[src/rtl/mdu_pkg.sv]
// Shared encodings for the multiply/divide unit: op field layout and FSM states.
package mdu_pkg;

    localparam logic OP_MUL    = 1'b0;
    localparam logic OP_DIV    = 1'b1;
    localparam int   OP_SIGNED = 1;

    typedef enum logic [1:0] {
        S_IDLE = 2'd0,
        S_CALC = 2'd1,
        S_DONE = 2'd2
    } state_t;

endpackage

[src/rtl/mdu_datapath.sv]
// Operand/accumulator shift registers and the one-bit-per-cycle step logic
// (shift-add multiply, restoring divide). Results are registered on finish.
// Optional signed support is compiled in with MDU_SIGNED_EN.
module mdu_datapath
    import mdu_pkg::*;
#(
    parameter int WIDTH = 32
) (
    input  logic             clk,
    input  logic             rst,
    input  logic             load,
    input  logic             step,
    input  logic             finish,
    input  logic [1:0]       op,
    input  logic [WIDTH-1:0] opa,
    input  logic [WIDTH-1:0] opb,
    output logic [WIDTH-1:0] res_hi,
    output logic [WIDTH-1:0] res_lo,
    output logic             div_by_zero
);

    // a_reg: multiplicand (MUL) or divisor (DIV)
    // hi:    partial product high half (MUL) or partial remainder (DIV)
    // lo:    multiplier shifting out (MUL) or dividend/quotient (DIV)
    logic [WIDTH-1:0] a_reg, hi, lo;
    logic             is_div, dbz;
    logic [WIDTH-1:0] mag_a, mag_b;
    logic [WIDTH-1:0] hi_n, lo_n, fix_hi, fix_lo;
    logic [WIDTH:0]   sum, shifted, trial;

`ifdef MDU_SIGNED_EN
    logic sgn, neg_q, neg_r;

    // Iteration works on magnitudes; signs are remembered and reapplied at the end.
    always_comb begin
        sgn   = op[OP_SIGNED];
        mag_a = (sgn && opa[WIDTH-1]) ? -opa : opa;
        mag_b = (sgn && opb[WIDTH-1]) ? -opb : opb;
    end

    // Result sign flags captured with the operands.
    always_ff @(posedge clk or posedge rst) begin
        if (rst) begin
            neg_q <= 1'b0;
            neg_r <= 1'b0;
        end else if (load) begin
            neg_q <= sgn && (opa[WIDTH-1] ^ opb[WIDTH-1]);
            neg_r <= sgn && opa[WIDTH-1];
        end
    end
`else
    logic op_unused;
    assign op_unused = op[OP_SIGNED];
    assign mag_a     = opa;
    assign mag_b     = opb;
`endif

    // One iteration: add-and-shift-right for MUL, shift-left-and-trial-subtract for DIV.
    // A zero divisor always passes the trial, giving all-ones quotient and remainder = dividend.
    always_comb begin
        sum     = {1'b0, hi} + (lo[0] ? {1'b0, a_reg} : '0);
        shifted = {hi, lo[WIDTH-1]};
        trial   = shifted - {1'b0, a_reg};
        hi_n    = sum[WIDTH:1];
        lo_n    = {sum[0], lo[WIDTH-1:1]};
        if (is_div) begin
            if (!trial[WIDTH]) begin
                hi_n = trial[WIDTH-1:0];
                lo_n = {lo[WIDTH-2:0], 1'b1};
            end else begin
                hi_n = shifted[WIDTH-1:0];
                lo_n = {lo[WIDTH-2:0], 1'b0};
            end
        end
    end

    // Final result from the last step's output, with signs applied when enabled.
    always_comb begin
        fix_hi = hi_n;
        fix_lo = lo_n;
`ifdef MDU_SIGNED_EN
        if (!is_div) begin
            if (neg_q) {fix_hi, fix_lo} = -{hi_n, lo_n};
        end else begin
            if (neg_q && !dbz) fix_lo = -lo_n;
            if (neg_r)         fix_hi = -hi_n;
        end
`endif
    end

    // Operand capture on load, iteration on step.
    always_ff @(posedge clk or posedge rst) begin
        if (rst) begin
            a_reg  <= '0;
            hi     <= '0;
            lo     <= '0;
            is_div <= 1'b0;
            dbz    <= 1'b0;
        end else if (load) begin
            is_div <= (op[0] == OP_DIV);
            dbz    <= (op[0] == OP_DIV) && (opb == '0);
            hi     <= '0;
            a_reg  <= (op[0] == OP_DIV) ? mag_b : mag_a;
            lo     <= (op[0] == OP_DIV) ? mag_a : mag_b;
        end else if (step) begin
            hi <= hi_n;
            lo <= lo_n;
        end
    end

    // Visible results change only when an op completes.
    always_ff @(posedge clk or posedge rst) begin
        if (rst) begin
            res_hi      <= '0;
            res_lo      <= '0;
            div_by_zero <= 1'b0;
        end else if (finish) begin
            res_hi      <= fix_hi;
            res_lo      <= fix_lo;
            div_by_zero <= dbz;
        end
    end

endmodule

[src/rtl/mul_div_unit.sv]
// Multi-cycle multiply/divide unit: FSM, iteration counter and handshake.
// Signed operation is available when MDU_SIGNED_EN is defined.
module mul_div_unit
    import mdu_pkg::*;
#(
    parameter int WIDTH = 32
) (
    input  logic             clk,
    input  logic             rst,
    input  logic             start,
    input  logic [1:0]       op,
    input  logic [WIDTH-1:0] opa,
    input  logic [WIDTH-1:0] opb,
    output logic             busy,
    output logic             done,
    output logic [WIDTH-1:0] res_hi,
    output logic [WIDTH-1:0] res_lo,
    output logic             div_by_zero
);

    localparam int CNT_W = $clog2(WIDTH) + 1;

    state_t           state, state_n;
    logic [CNT_W-1:0] cnt;
    logic             accept, last;

    assign accept = start && (state == S_IDLE || state == S_DONE);
    assign last   = (state == S_CALC) && (cnt == CNT_W'(WIDTH - 1));

    // State register.
    always_ff @(posedge clk or posedge rst) begin
        if (rst) state <= S_IDLE;
        else     state <= state_n;
    end

    // Next state and handshake outputs; start during CALC is simply not looked at.
    always_comb begin
        state_n = state;
        busy    = 1'b0;
        done    = 1'b0;
        case (state)
            S_IDLE: if (start) state_n = S_CALC;
            S_CALC: begin
                busy = 1'b1;
                if (last) state_n = S_DONE;
            end
            S_DONE: begin
                done    = 1'b1;
                state_n = start ? S_CALC : S_IDLE;
            end
            default: state_n = S_IDLE;
        endcase
    end

    // Iteration counter: cleared on accept, counts each CALC cycle.
    always_ff @(posedge clk or posedge rst) begin
        if (rst)                 cnt <= '0;
        else if (accept)         cnt <= '0;
        else if (state == S_CALC) cnt <= last ? '0 : cnt + 1'b1;
    end

    mdu_datapath #(.WIDTH(WIDTH)) u_dp (
        .clk         (clk),
        .rst         (rst),
        .load        (accept),
        .step        (state == S_CALC),
        .finish      (last),
        .op          (op),
        .opa         (opa),
        .opb         (opb),
        .res_hi      (res_hi),
        .res_lo      (res_lo),
        .div_by_zero (div_by_zero)
    );

endmodule

[config.mk]
export PLATFORM = sky130hd
export DESIGN_NAME = mul_div_unit
export DESIGN_NICKNAME = d
export VERILOG_FILES = /design/src/rtl/mdu_pkg.sv /design/src/rtl/mdu_datapath.sv /design/src/rtl/mul_div_unit.sv
export SDC_FILE = /design/constraint.sdc
export NUM_CORES = 1
export LEC_CHECK = 0
export ABC_AREA = 1
export ABC_CLOCK_PERIOD_IN_PS = 13000
export BUFFER_PORTS_ARGS = -buffer_cell sky130_fd_sc_hd__buf_2
export CAP_MARGIN = 20
export CORE_MARGIN = 2
export CORE_UTILIZATION = 45
export CTS_BUF_LIST = sky130_fd_sc_hd__clkbuf_16
export CTS_CLUSTER_DIAMETER = 120
export CTS_CLUSTER_SIZE = 8
export DETAILED_ROUTE_END_ITERATION = 8
export GPL_TIMING_DRIVEN = 0
export PLACE_DENSITY = 0.76
export SYNTH_ARGS = -nofsm -noshare
export SYNTH_HDL_FRONTEND = slang
export SYNTH_SLANG_ARGS = --single-unit
export TNS_END_PERCENT = 20
[constraint.sdc]
create_clock -name clk -period 13 [get_ports clk]
set_input_delay 0.65 -clock clk [delete_from_list [all_inputs] [get_ports clk]]
set_output_delay 0.65 -clock clk [all_outputs]
set_load 0.02 [all_outputs]
==> results.sh <==
export IMPL_crit_buf_inv=3
export IMPL_drive_above_1_share_pct=10.12
export IMPL_rows=62
export IMPL_cts_hold_buf=0
export IMPL_synth_top_cell_by_area="dfrtp_1"
export IMPL_slowest_delay_ns=0.69
export IMPL_fillers=3063
export IMPL_endpoint_kind="flip-flop"
export IMPL_nets=2375
export IMPL_synth_area_leaders="dfrtp_1 (32%), nand2_1 (22%), inv_1 (9.0%), o21ai_0 (6.4%), ha_1 (6.2%)"
export IMPL_initial_utilization_pct=45.91
export IMPL_syn2layout_area_growth_pct=13.45
export IMPL_met3_usage_pct=4.784
export IMPL_cp_required_ns=13.35
export IMPL_critical_path_class="reg2reg"
export IMPL_vias=14610
export IMPL_clock_skew_ns=0.01571
export IMPL_reg2reg_from="u_dp.lo[0]"
export IMPL_tns_ns=0
export IMPL_cp_max_fo=10
export IMPL_crit_path_top_delay_cell="o21ai_0"
export IMPL_cp_start_kind="flip-flop"
export IMPL_hold_class="in2async"
export IMPL_top_usage_layer="met2"
export IMPL_synth_edf_count=0
export IMPL_clock_sinks=171
export IMPL_finalWeightedCongestion=1.042
export IMPL_first_pass_iters=6
export IMPL_multiInputGateArea_um2=7392
export IMPL_rsz0062_at_grt="false"
export IMPL_final_common_cell="nand2_1"
export IMPL_ys_types=39
export IMPL_timing_final_crit_period_ns=3.586
export IMPL_route_detailed_drc=0
export IMPL_status="finished clean"
export IMPL_ys_seq_area_share_pct=32.38
export IMPL_relSlewSlack_pct=25.65
export IMPL_ios=136
export IMPL_grt_pass1_wl_um=83080
export IMPL_final_cell_mix="nand2_1 (762), inv_1 (315), dfrtp_1 (171)"
export IMPL_syn_avg_cell_area_um2=6.338
export IMPL_hpwlAfterDp_um=45180
export IMPL_crit_start="u_dp.lo[0]"
export IMPL_grt_ovfl_total=0
export IMPL_crit_chain="clkbuf_1 -> clkbuf_1 -> nand2_1 -> inv_1 -> ha_1 -> nand2_1 -> nor2_1 -> nand2_1 -> o21ai_0 -> a21oi_1 -> nand2_1 -> nand3_1 -> nand3_1 -> nand2_1"
export IMPL_clk_path_buf_depth=2
export IMPL_ys_ff_latch=171
export IMPL_cp_common_cell="nand2_1"
export IMPL_grtUsageTotal_pct=36.36
export IMPL_synth_cells=2085
export IMPL_ys_async_sr_fraction_pct=100.0
export IMPL_cts_buffers=17
export IMPL_synth_warning_count=0
export IMPL_diodes=0
export IMPL_cts_tree="yes"
export IMPL_worst_pin_slew_ns=1.115
export IMPL_post_cts_resize_count=0
export IMPL_use_met1_pct=47.26
export IMPL_die_x_um=175.4
export IMPL_post_route_util_pct=52.09
export IMPL_worst_endpoint_arrival_ns=3.93
export IMPL_path_delay_family="compound AO/OA/AOI/OAI gates"
export IMPL_seqCellArea_um2=4279
export IMPL_grt_max_degree=121
export IMPL_p_leak_nw=8.387
export IMPL_grt_pass1_vias=13820
export IMPL_ant_nets=0
export IMPL_clk_pin_slew_ns=0.08
export IMPL_synth_flop_cell="dfrtp_1"
export IMPL_wl_um=55520
export IMPL_cts_setup_buffers=0
export IMPL_vdd_ir_drop_max_uv=107.4
export IMPL_final_hold_violation_count=0
export IMPL_fp_dieH_um=175.4
export IMPL_slew_viol_final=0
export IMPL_use_met2_pct=57.60
export IMPL_clock_latency_ns=0.46
export IMPL_dieArea_um2=30750
export IMPL_setup_viol=0
export IMPL_clock_tree_root_cell="clkbuf_16"
export IMPL_drtIter0Drc=1519
export IMPL_wl_per_cell_um=21.06
export IMPL_core_area_um2=28780
export IMPL_synth_nets=2221
export IMPL_r2r_cells=14
export IMPL_finalPower_mw=3.282
export IMPL_netlist_area_um2=13210
export IMPL_period_share_pct=27.59
export IMPL_port_buffers=134
export IMPL_yosys_area_top_type_share_pct=32.38
export IMPL_h_tree_depth=4
export IMPL_max_cap_violations=0
export IMPL_antenna_found_initial=0
export IMPL_p_per_area_nw_per_um2=218.9
export IMPL_fmax_ghz=0.2788
export IMPL_cp_depth=14
export IMPL_vias_per_cell=5.544
[cells in the mapped netlist, types with 4 or more instances]
| master | number |
|---|---|
| o22ai_1 | 20 |
| nand3_2 | 10 |
| buf_1 | 4 |
| nor3_1 | 8 |
| dfrtp_1 | 171 |
| o21bai_1 | 4 |
| nand4_1 | 15 |
| o21ai_0 | 170 |
| inv_2 | 4 |
| nand2_1 | 762 |
| a22oi_1 | 14 |
| nand2_2 | 18 |
| ha_1 | 65 |
| clkbuf_1 | 55 |
| xor2_1 | 15 |
| nor4_1 | 8 |
| or2_2 | 4 |
| nor2_1 | 116 |
| and2_1 | 5 |
| inv_1 | 316 |
| nand3b_1 | 4 |
| nor2_2 | 7 |
| buf_2 | 11 |
| a21oi_1 | 103 |
| nand3_1 | 130 |
| o21a_1 | 4 |
| xnor2_1 | 6 |
| o221ai_1 | 18 |
[area by class of cell]
class                      count  area share (%)
tap                          384           3.205
clock inverter                15           1.102
clock buffer                  17           2.838
sequential                   171           28.55
timing repair buffer         135           4.657
buffer                        75           2.229
inverter                     322           8.113
multi-input combinational   1517           49.31
[through the flow]
step                hold slack, ns  setup WS (ns)  instances  instance area, µm²
finish                      0.1778          9.414       2636               14990
global placement            0.4526          5.592       2603               14370
detailed placement          0.4538          9.535       2604               14400
CTS                         0.1985          9.522       2636               14990
global route                0.2103          9.229       2636               14990
floorplan                   0.4467          7.718       2085               13210
[logic make-up (layout without fill, tap and decap cells)]
logic type | after synthesis | after routing | synth area share [%]
flops | 171 | 171 | 32.38
simple gates | 1090 | 1090 | 34.02
compound gates | 339 | 339 | 14.07
fa+ha+maj | 67 | 67 | 6.458
buf+inv | 397 | 564 | 11.67
xor+xnor | 21 | 21 | 1.392
[routing by layer]
layer	routed length (µm)	share of wire (%)
met3	4652	8.4
met5	0	0
met4	3655	6.6
met1	22550	41
met2	24660	44
[report_power, final]
group	internal [mW]	leakage (nW)	switching, mW
registers	0.627	2.03	0.134
clock network	0.260	0.292	0.275
logic	0.618	6.06	1.37
total	1.50	8.39	1.78
[worst paths after layout]
path | to | slack [ns]
setup / recovery | u_dp.res_hi[20] | 9.41
hold / removal | cnt[4] | 0.18
setup reg to reg | u_dp.res_hi[20] | 9.41
hold reg to reg | u_dp.res_lo[29] | 0.47
max in group asynchronous | u_dp.res_hi[28] | 11.87
min in group clk | u_dp.res_lo[29] | 0.47
No activity file was read; power rests on OpenSTA's default activity.
